$ cat src/rtl/mem_refill_arbiter.sv
// mem_refill_arbiter
//
// Shares one main-memory port between the I-side and D-side cache miss
// handlers. One requester is granted at a time for a whole cache line. The
// block walks the line beat by beat, presents each word address to memory,
// steers read data and write acceptance back to the granted side, and ends
// the transfer with a one-cycle done pulse to that side.
//
// Build option:
//   ARB_ROUND_ROBIN_EN  When defined, a tie in IDLE goes to the side that
//                       was not granted last. When undefined, D always wins
//                       a tie (fixed priority).
//
// Ports:
//   clk, rst_n          core clock; asynchronous active-low reset
//   ic_req, ic_addr     I-side line read request and line address
//   ic_rdata, ic_rvalid I-side read beat data and its qualifier
//   ic_done             I-side transfer complete pulse
//   dc_req, dc_we       D-side line request; 1 = writeback, 0 = refill
//   dc_addr, dc_wdata   D-side line address and current writeback word
//   dc_wready           D-side writeback word consumed this cycle
//   dc_rdata, dc_rvalid D-side read beat data and its qualifier
//   dc_done             D-side transfer complete pulse
//   mem_req, mem_we     memory beat request and direction
//   mem_addr, mem_wdata memory beat word address and write data
//   mem_rdata, mem_ack  memory read data and beat completion
//   dbg_state           current FSM state, for observation only
//
// Handshake: a beat is in flight while mem_req is high and completes in
// the cycle mem_ack is high. mem_addr and mem_we stay stable until that
// cycle. ic_rvalid / dc_rvalid / dc_wready are the same-cycle echo of
// mem_ack towards the granted side, so a requester advances exactly once
// per completed beat.

module mem_refill_arbiter #(
  parameter int LINE_WORDS = 8,
  parameter int ADDR_W     = 32,
  parameter int DATA_W     = 32
) (
  input  logic              clk,
  input  logic              rst_n,
  input  logic              ic_req,
  input  logic [ADDR_W-1:0] ic_addr,
  output logic [DATA_W-1:0] ic_rdata,
  output logic              ic_rvalid,
  output logic              ic_done,
  input  logic              dc_req,
  input  logic              dc_we,
  input  logic [ADDR_W-1:0] dc_addr,
  input  logic [DATA_W-1:0] dc_wdata,
  output logic              dc_wready,
  output logic [DATA_W-1:0] dc_rdata,
  output logic              dc_rvalid,
  output logic              dc_done,
  output logic              mem_req,
  output logic              mem_we,
  output logic [ADDR_W-1:0] mem_addr,
  output logic [DATA_W-1:0] mem_wdata,
  input  logic [DATA_W-1:0] mem_rdata,
  input  logic              mem_ack,
  output logic [1:0]        dbg_state
);

  localparam int BEAT_W = $clog2(LINE_WORDS);
  localparam int OFF_W  = BEAT_W + 2;
  localparam logic [ADDR_W-1:0] OFF_MASK  = ADDR_W'((1 << OFF_W) - 1);
  localparam logic [BEAT_W-1:0] LAST_BEAT = BEAT_W'(LINE_WORDS - 1);

  typedef enum logic [1:0] {
    S_IDLE    = 2'd0,
    S_GRANT_I = 2'd1,
    S_GRANT_D = 2'd2,
    S_DONE    = 2'd3
  } state_e;

  state_e              state_q, state_d;
  logic [ADDR_W-1:0]   base_q, base_d;
  logic                we_q, we_d;
  logic [BEAT_W-1:0]   beat_q, beat_d;
  // 0 = I-side, 1 = D-side. Also tells DONE which side to pulse.
  logic                last_grant_q, last_grant_d;

  logic                tie_pick_d;
  logic                pick_d;
  logic                in_grant_i;
  logic                in_grant_d;

  // Winner when both sides request in the same IDLE cycle.
`ifdef ARB_ROUND_ROBIN_EN
  assign tie_pick_d = ~last_grant_q;
`else
  assign tie_pick_d = 1'b1;
`endif

  // 1 selects D: D alone, or a tie resolved towards D.
  assign pick_d = dc_req & (~ic_req | tie_pick_d);

  always_ff @(posedge clk or negedge rst_n) begin
    if (!rst_n) begin
      state_q      <= S_IDLE;
      base_q       <= '0;
      we_q         <= 1'b0;
      beat_q       <= '0;
      last_grant_q <= 1'b0;
    end else begin
      state_q      <= state_d;
      base_q       <= base_d;
      we_q         <= we_d;
      beat_q       <= beat_d;
      last_grant_q <= last_grant_d;
    end
  end

  always_comb begin
    state_d      = state_q;
    base_d       = base_q;
    we_d         = we_q;
    beat_d       = beat_q;
    last_grant_d = last_grant_q;
    case (state_q)
      S_IDLE: begin
        if (ic_req || dc_req) begin
          beat_d       = '0;
          last_grant_d = pick_d;
          if (pick_d) begin
            state_d = S_GRANT_D;
            base_d  = dc_addr & ~OFF_MASK;
            we_d    = dc_we;
          end else begin
            state_d = S_GRANT_I;
            base_d  = ic_addr & ~OFF_MASK;
            we_d    = 1'b0;
          end
        end
      end
      S_GRANT_I, S_GRANT_D: begin
        if (mem_ack) begin
          // The counter stops on the last beat instead of wrapping; IDLE
          // clears it before the next line.
          if (beat_q == LAST_BEAT) begin
            state_d = S_DONE;
          end else begin
            beat_d = beat_q + 1'b1;
          end
        end
      end
      S_DONE: begin
        state_d = S_IDLE;
      end
      default: begin
        state_d = S_IDLE;
      end
    endcase
  end

  assign in_grant_i = (state_q == S_GRANT_I);
  assign in_grant_d = (state_q == S_GRANT_D);

  // Everything towards memory derives from registered state, so an
  // asynchronous reset drops mem_req without waiting for a clock edge.
  assign mem_req   = in_grant_i | in_grant_d;
  assign mem_we    = in_grant_d & we_q;
  assign mem_addr  = base_q + ADDR_W'({beat_q, 2'b00});
  assign mem_wdata = dc_wdata;

  assign ic_rdata  = mem_rdata;
  assign dc_rdata  = mem_rdata;
  assign ic_rvalid = in_grant_i & mem_ack;
  assign dc_rvalid = in_grant_d & mem_ack & ~we_q;
  assign dc_wready = in_grant_d & mem_ack & we_q;

  assign ic_done   = (state_q == S_DONE) & ~last_grant_q;
  assign dc_done   = (state_q == S_DONE) &  last_grant_q;

  assign dbg_state = state_q;

endmodule

$ cat config.mk
export PLATFORM = sky130hd
export DESIGN_NAME = mem_refill_arbiter
export DESIGN_NICKNAME = d
export VERILOG_FILES = /design/src/rtl/mem_refill_arbiter.sv
export SDC_FILE = /design/constraint.sdc
export NUM_CORES = 1
export LEC_CHECK = 0
export ABC_CLOCK_PERIOD_IN_PS = 1400
export CAP_MARGIN = 20
export CORE_AREA = 2 2 104 106
export DETAILED_ROUTE_END_ITERATION = 8
export DIE_AREA = 0 0 106 108
export PLACE_DENSITY = 0.74
export SLEW_MARGIN = 10
export SYNTH_ARGS = -nofsm -noshare
export SYNTH_HDL_FRONTEND = slang
export SYNTH_SLANG_ARGS = --single-unit
$ cat constraint.sdc
create_clock -name clk -period 1.4 [get_ports clk]
set_input_delay 0.21 -clock clk [delete_from_list [all_inputs] [get_ports clk]]
set_output_delay 0.21 -clock clk [all_outputs]
set_load 0.02 [all_outputs]
After elaboration in Yosys (flattened, before gate mapping):

Index checks and enable logic that the tools add are counted.

* eq/ne operators: 8
* bitwise logic cells: 10
* multiplexer cells: 11
* $add $sub $neg: 2
* reductions and logical operators: 7

Operator list (count)
* adder 32 x 5 -> 32 bit: 1
* 2-to-1 mux 32 bit: 1
* 2-to-1 mux 3 bit: 3
* 2-to-1 mux 2 bit: 4
* != test 2 bit, second input constant: 4
* AND 1 bit: 7
* case mux 2 bit (3 select lines): 1
* case mux 3 bit (2 select lines): 1
* == test 2 bit, second input constant: 2
* AND reduction 4 bit: 1
* adder 3 x 1 -> 3 bit, second input constant: 1
* == test 3 bit, second input constant: 1
* AND reduction 3 bit: 1
* == test 2 x 1 -> 1 bit, second input constant: 1
* zero test 2 bit: 1
* NOT 1 bit: 2
* AND reduction 2 bit: 1
* nonzero test 2 bit: 1
* OR reduction 2 bit: 1
* logical OR 1 bit: 1
* 2-to-1 mux 1 bit: 1
* OR 1 bit: 1

* flip-flop bits (word level): 39
* word-level logic and storage cells: 43
* output and inout port bits: 137
* bits of input ports: 134

Depth between registers and ports, before layout:

* depth after elaboration: 4
* depth in mapped cells: 7
* gate-level depth less buffers: 5

Least setup slack after synthesis:

OpenSTA, ideal clock, no wires.

* path kind: flip-flop to flip-flop
* start: register state_q[0] (netlist: dbg_state[0])
* end: register beat_q[0]
* cell stages (with the launch flop): 6
* data arrival time: 1.615 ns
* data required time: 1.275 ns
* period minus slack after synthesis: 1.740 ns
* library setup time: 0.125 ns
* buffers on the path: 0
* setup slack: -0.340 ns
* path through: dfrtp_1 > inv_1 > ha_1 > nand2b_1 > a21o_1 > mux2_2

* word-level cells in the longest chain between the ends: 4
* elaborated cells between the ends (all ways): 10
* those cells by class: eq/ne: 5; mux: 1; reduce/logical: 4

Ends and longest elaborated chain
* start, declared: line 76 `state_e state_q, state_d;`
* start signal, assigned: line 106 `state_q <= state_d;`
* == test 2 x 1 -> 1 bit / == test 2 bit (equally long branches): line 120 `case (state_q)`
* OR reduction 2 bit: line 120
* != test 2 bit (no source line) / nonzero test 2 bit (equally long branches)
* AND reduction 4 bit (no source line)
* end signal, assigned: line 109 `beat_q <= beat_d;`
* end, declared: line 79 `logic [BEAT_W-1:0] beat_q, beat_d;`

Several ways; a longest one is shown, not always the timed one.
A chain may end at the register's enable or synchronous reset.

Worst setup path after layout:

* start: register state_q[0] (netlist: dbg_state[0])
* end: output ic_rvalid

* word-level cells in the longest chain between the ends: 2

Ends and longest elaborated chain
* == test 2 x 1 -> 1 bit: line 156 `assign in_grant_i = (state_q == S_GRANT_I);`
* AND 1 bit: line 168 `assign ic_rvalid = in_grant_i & mem_ack;`
* end, declared: line 45 `output logic ic_rvalid,`

Every way passes these cells.

==> results.toml <==
[run_status]
run_status = "finished with violations"
violated_checks = "negative setup slack"

[setup_path]
path_cells = "buf_6 -> ha_2 -> and2_4 -> buf_6"
timing.rr.start = "dbg_state[1]"
slowest_stage = "dfrtp_2"
r2r_setup_slack_ps = -90
cp_slowest_stage_delay_ps = 450
worst-setup-path-type = "flop to output pin"
worst-endpoint-required_ps = 1190
r2r_end = "beat_q[0]"
worst-path-max-fanout = 4
worst_setup_path_end_kind = "output pin"
timing.reg2reg.worst_path_depth = 5
cp_data_arrival_time_ps = 1290
cell_type_group_with_the_largest_total_delay_on_the_critical_path = "flip-flops"
cp.depth = 4
worst_path_most_repeated_cell = "buf_6"
worst_setup_path_end = "ic_rvalid"
critPathLaunch = "dbg_state[0]"
critPathLaunchType = "flop"
timing.critical_path.buf_inv = 2

[sta]
period_minus_slack_ps = 1500
final_number_of_max_transition_violations = 0
final.setup_skew_ps = 7.45
final_hold_viol_count = 0
finalCritPeriodShare_pct = 107
final_setup_violation_count = 16
grt_setup_unrepaired = "yes"
fin_ws_ps = -95.5
finalHoldWorstSlack_ps = 411
fmax_ghz = 0.669

[cells_and_area]
finish.cell_count_without_fillers = 421
antennaDiodeCount = 0
layout_commonest_cell = "clkdlybuf4s50_1"
postLayoutCellArea_um2 = 3410
finalNetCount = 424
area.growth.synth_to_final_pct = 38.3
commonest_cells_after_routing_fill_and_taps_aside = "57 x clkdlybuf4s50_1, 30 x dfrtp_1, 28 x dlygate4sd2_1"
post_route_cells_drive_above_1_share_pct = 32.3
final_util_pct = 33.4

[cts]
clock_path_buffers = 2
cts.sinks = 34
cts_max_level = 2
clk_transition_reported_paths_ps = 70
cts_made_buffers = 5
worstSkewPairLatency_ps = 290
cts_tree = "yes"
cts_root_buffer = "clkbuf_8"

[place]
dp.cells = 402
port_buffers = 98
post_dp_cell_area_um2 = 2980
place_congestion = 0.763
place.detailed.hpwl_mm = 4.04

[drt]
routed_wirelength_mm = 6.10
count_of_vias_placed_by_the_detailed_router = 1728
drt_first_pass_iters = 2
number_of_drc_markers_after_the_initial_detailed_route_iteration = 53
route.detailed.wl_per_inst_um = 14.5
drt-vias-per-instance = 4.10
remaining_drc_errors = 0
detail-route-antenna-nets = 0

[synth]
ys_seq_area_share_pct = 34.5
synthesis.area_per_instance_um2 = 9.45
synth.ff_latch_count = 34
yosys.area.top_type_share_pct = 34.5
netlist_area_um2 = 2470
yosysTopAreaCell = "dfrtp_1"
synth.distinct_cells = 25
synth_top_cells_by_area = "dfrtp_1 34%, buf_4 31%, mux2i_1 11%, nand2_1 5.2%, o21ai_0 4.7%"
yosys_warnings = 0
syn-instance-count = 261

[run]
max-cap-violations = 0

[global_route]
number_of_antenna_violations_at_the_first_check_in_global_routing = 0
globalRoute.busiestLayer = "met2"
grt_start_max_net_pins = 29
globalRouteOverflowTotal = 0
met2_usage_pct = 17.5
grt_pass1_vias = 1750
grtUsageMet3_pct = 2.95
grt.total_usage_pct = 9.38
global_route.usage.met1_pct = 8.74
first_pass_grt_wire_length_mm = 8.38

[hold_path]
worst_min_path_start = "dc_req"
hold_crit_class = "primary input to flop"

[pwr]
peakVddDrop_uv = 935
power_density_nw_per_um2 = 2080
design_power_total_w = 0.00710
static-leakage-power_nw = 1.57

[floorplanning]
coreArea_um2 = 10200
fp.dieArea_um2 = 11400
starting_utilization_of_the_core_area_pct = 24.1
die_width_um = 106
num_rows = 37
pin_count = 271
fp.dieH_um = 108
## sequential cells by signal, summed over array words and instances (netlist names)
signal,cells
we_q,1
dbg_state,2
base_q,27
last_grant_q,1
beat_q,3
## metal layers
metal | up-vias | routed length, µm
li1 | 804 | -
met1 | 818 | 2300
met2 | 69 | 3140
met3 | 37 | 442
met4 | 0 | 223
met5 | - | 0
## worst min path at each step
stage	endpoint	slack, ps	cells after the start
floorplan	base_q[10]	-90	0
global placement	base_q[16]	190	1
detailed placement	base_q[13]	200	1
CTS	we_q	360	2
global route	we_q	400	2
finish	we_q	410	2
## through the flow
stage	setup TNS [ps]	worst slack (ps)
2_1_floorplan	-423	-102
3_3_place_gp	-3060	-276
3_5_place_dp	-3370	-321
4_1_cts	-688	-124
5_1_grt	-2140	-142
6_report	-656	-95.5
## cells in the mapped netlist
library cell and n:
a32o_1 1, o21ai_1 5, nor2_1 2, o21ai_0 23, conb_1 1, mux2i_1 27
dfrtp_1 34, a22o_1 2, and2_1 3, mux2_1 2, a21oi_2 1, clkbuf_2 2
nand2b_1 2, and3_1 1, mux2_2 1, buf_4 103, nor3b_4 1, buf_6 3
nand2_1 34, ha_1 6, nor2b_1 1, inv_1 3, o21ai_4 1, nand3b_1 1
a21o_1 1
## area by class of cell
| type | count | area, µm² |
|---|---|---|
| Clock inverter | 1 | 30.0 |
| Timing Repair Buffer | 122 | 1250 |
| Clock buffer | 7 | 76.3 |
| Tap cell | 136 | 170 |
| Sequential cell | 34 | 856 |
| Inverter | 3 | 13.8 |
| Multi-Input combinational cell | 118 | 1020 |
| Fill cell | 1056 | 6820 |
## what timing repair did
action,in CTS,in global routing
pin swaps,4,22
hold endpoints to repair,18,0
resized for setup,76,75
setup endpoints to repair,44,39
gates cloned,0,7
hold buffers,1,0
setup buffers,1,2
## where the power goes
part	total, W	internal (W)	switching, W
clock	0.000909	0.000533	0.000376
combinational	0.00432	0.00220	0.00212
sequential	0.00187	0.00148	0.000389
total	0.00710	0.00421	0.00289
## logic make-up (layout without fill, tap and decap cells)
logic type / count (synthesis) / in the layout / share of synthesized area [%]
buffers and inverters: 111 / 133 / 33.6
and+or+nand+nor: 45 / 45 / 8.32
AOI/OAI and AO/OA: 34 / 35 / 8.11
DFF: 34 / 34 / 34.5
muxes: 30 / 30 / 12.3
adders and majority gates: 6 / 6 / 3.04
other: 1 / 2 / 0.152
Power figures use the tool's default switching activity.
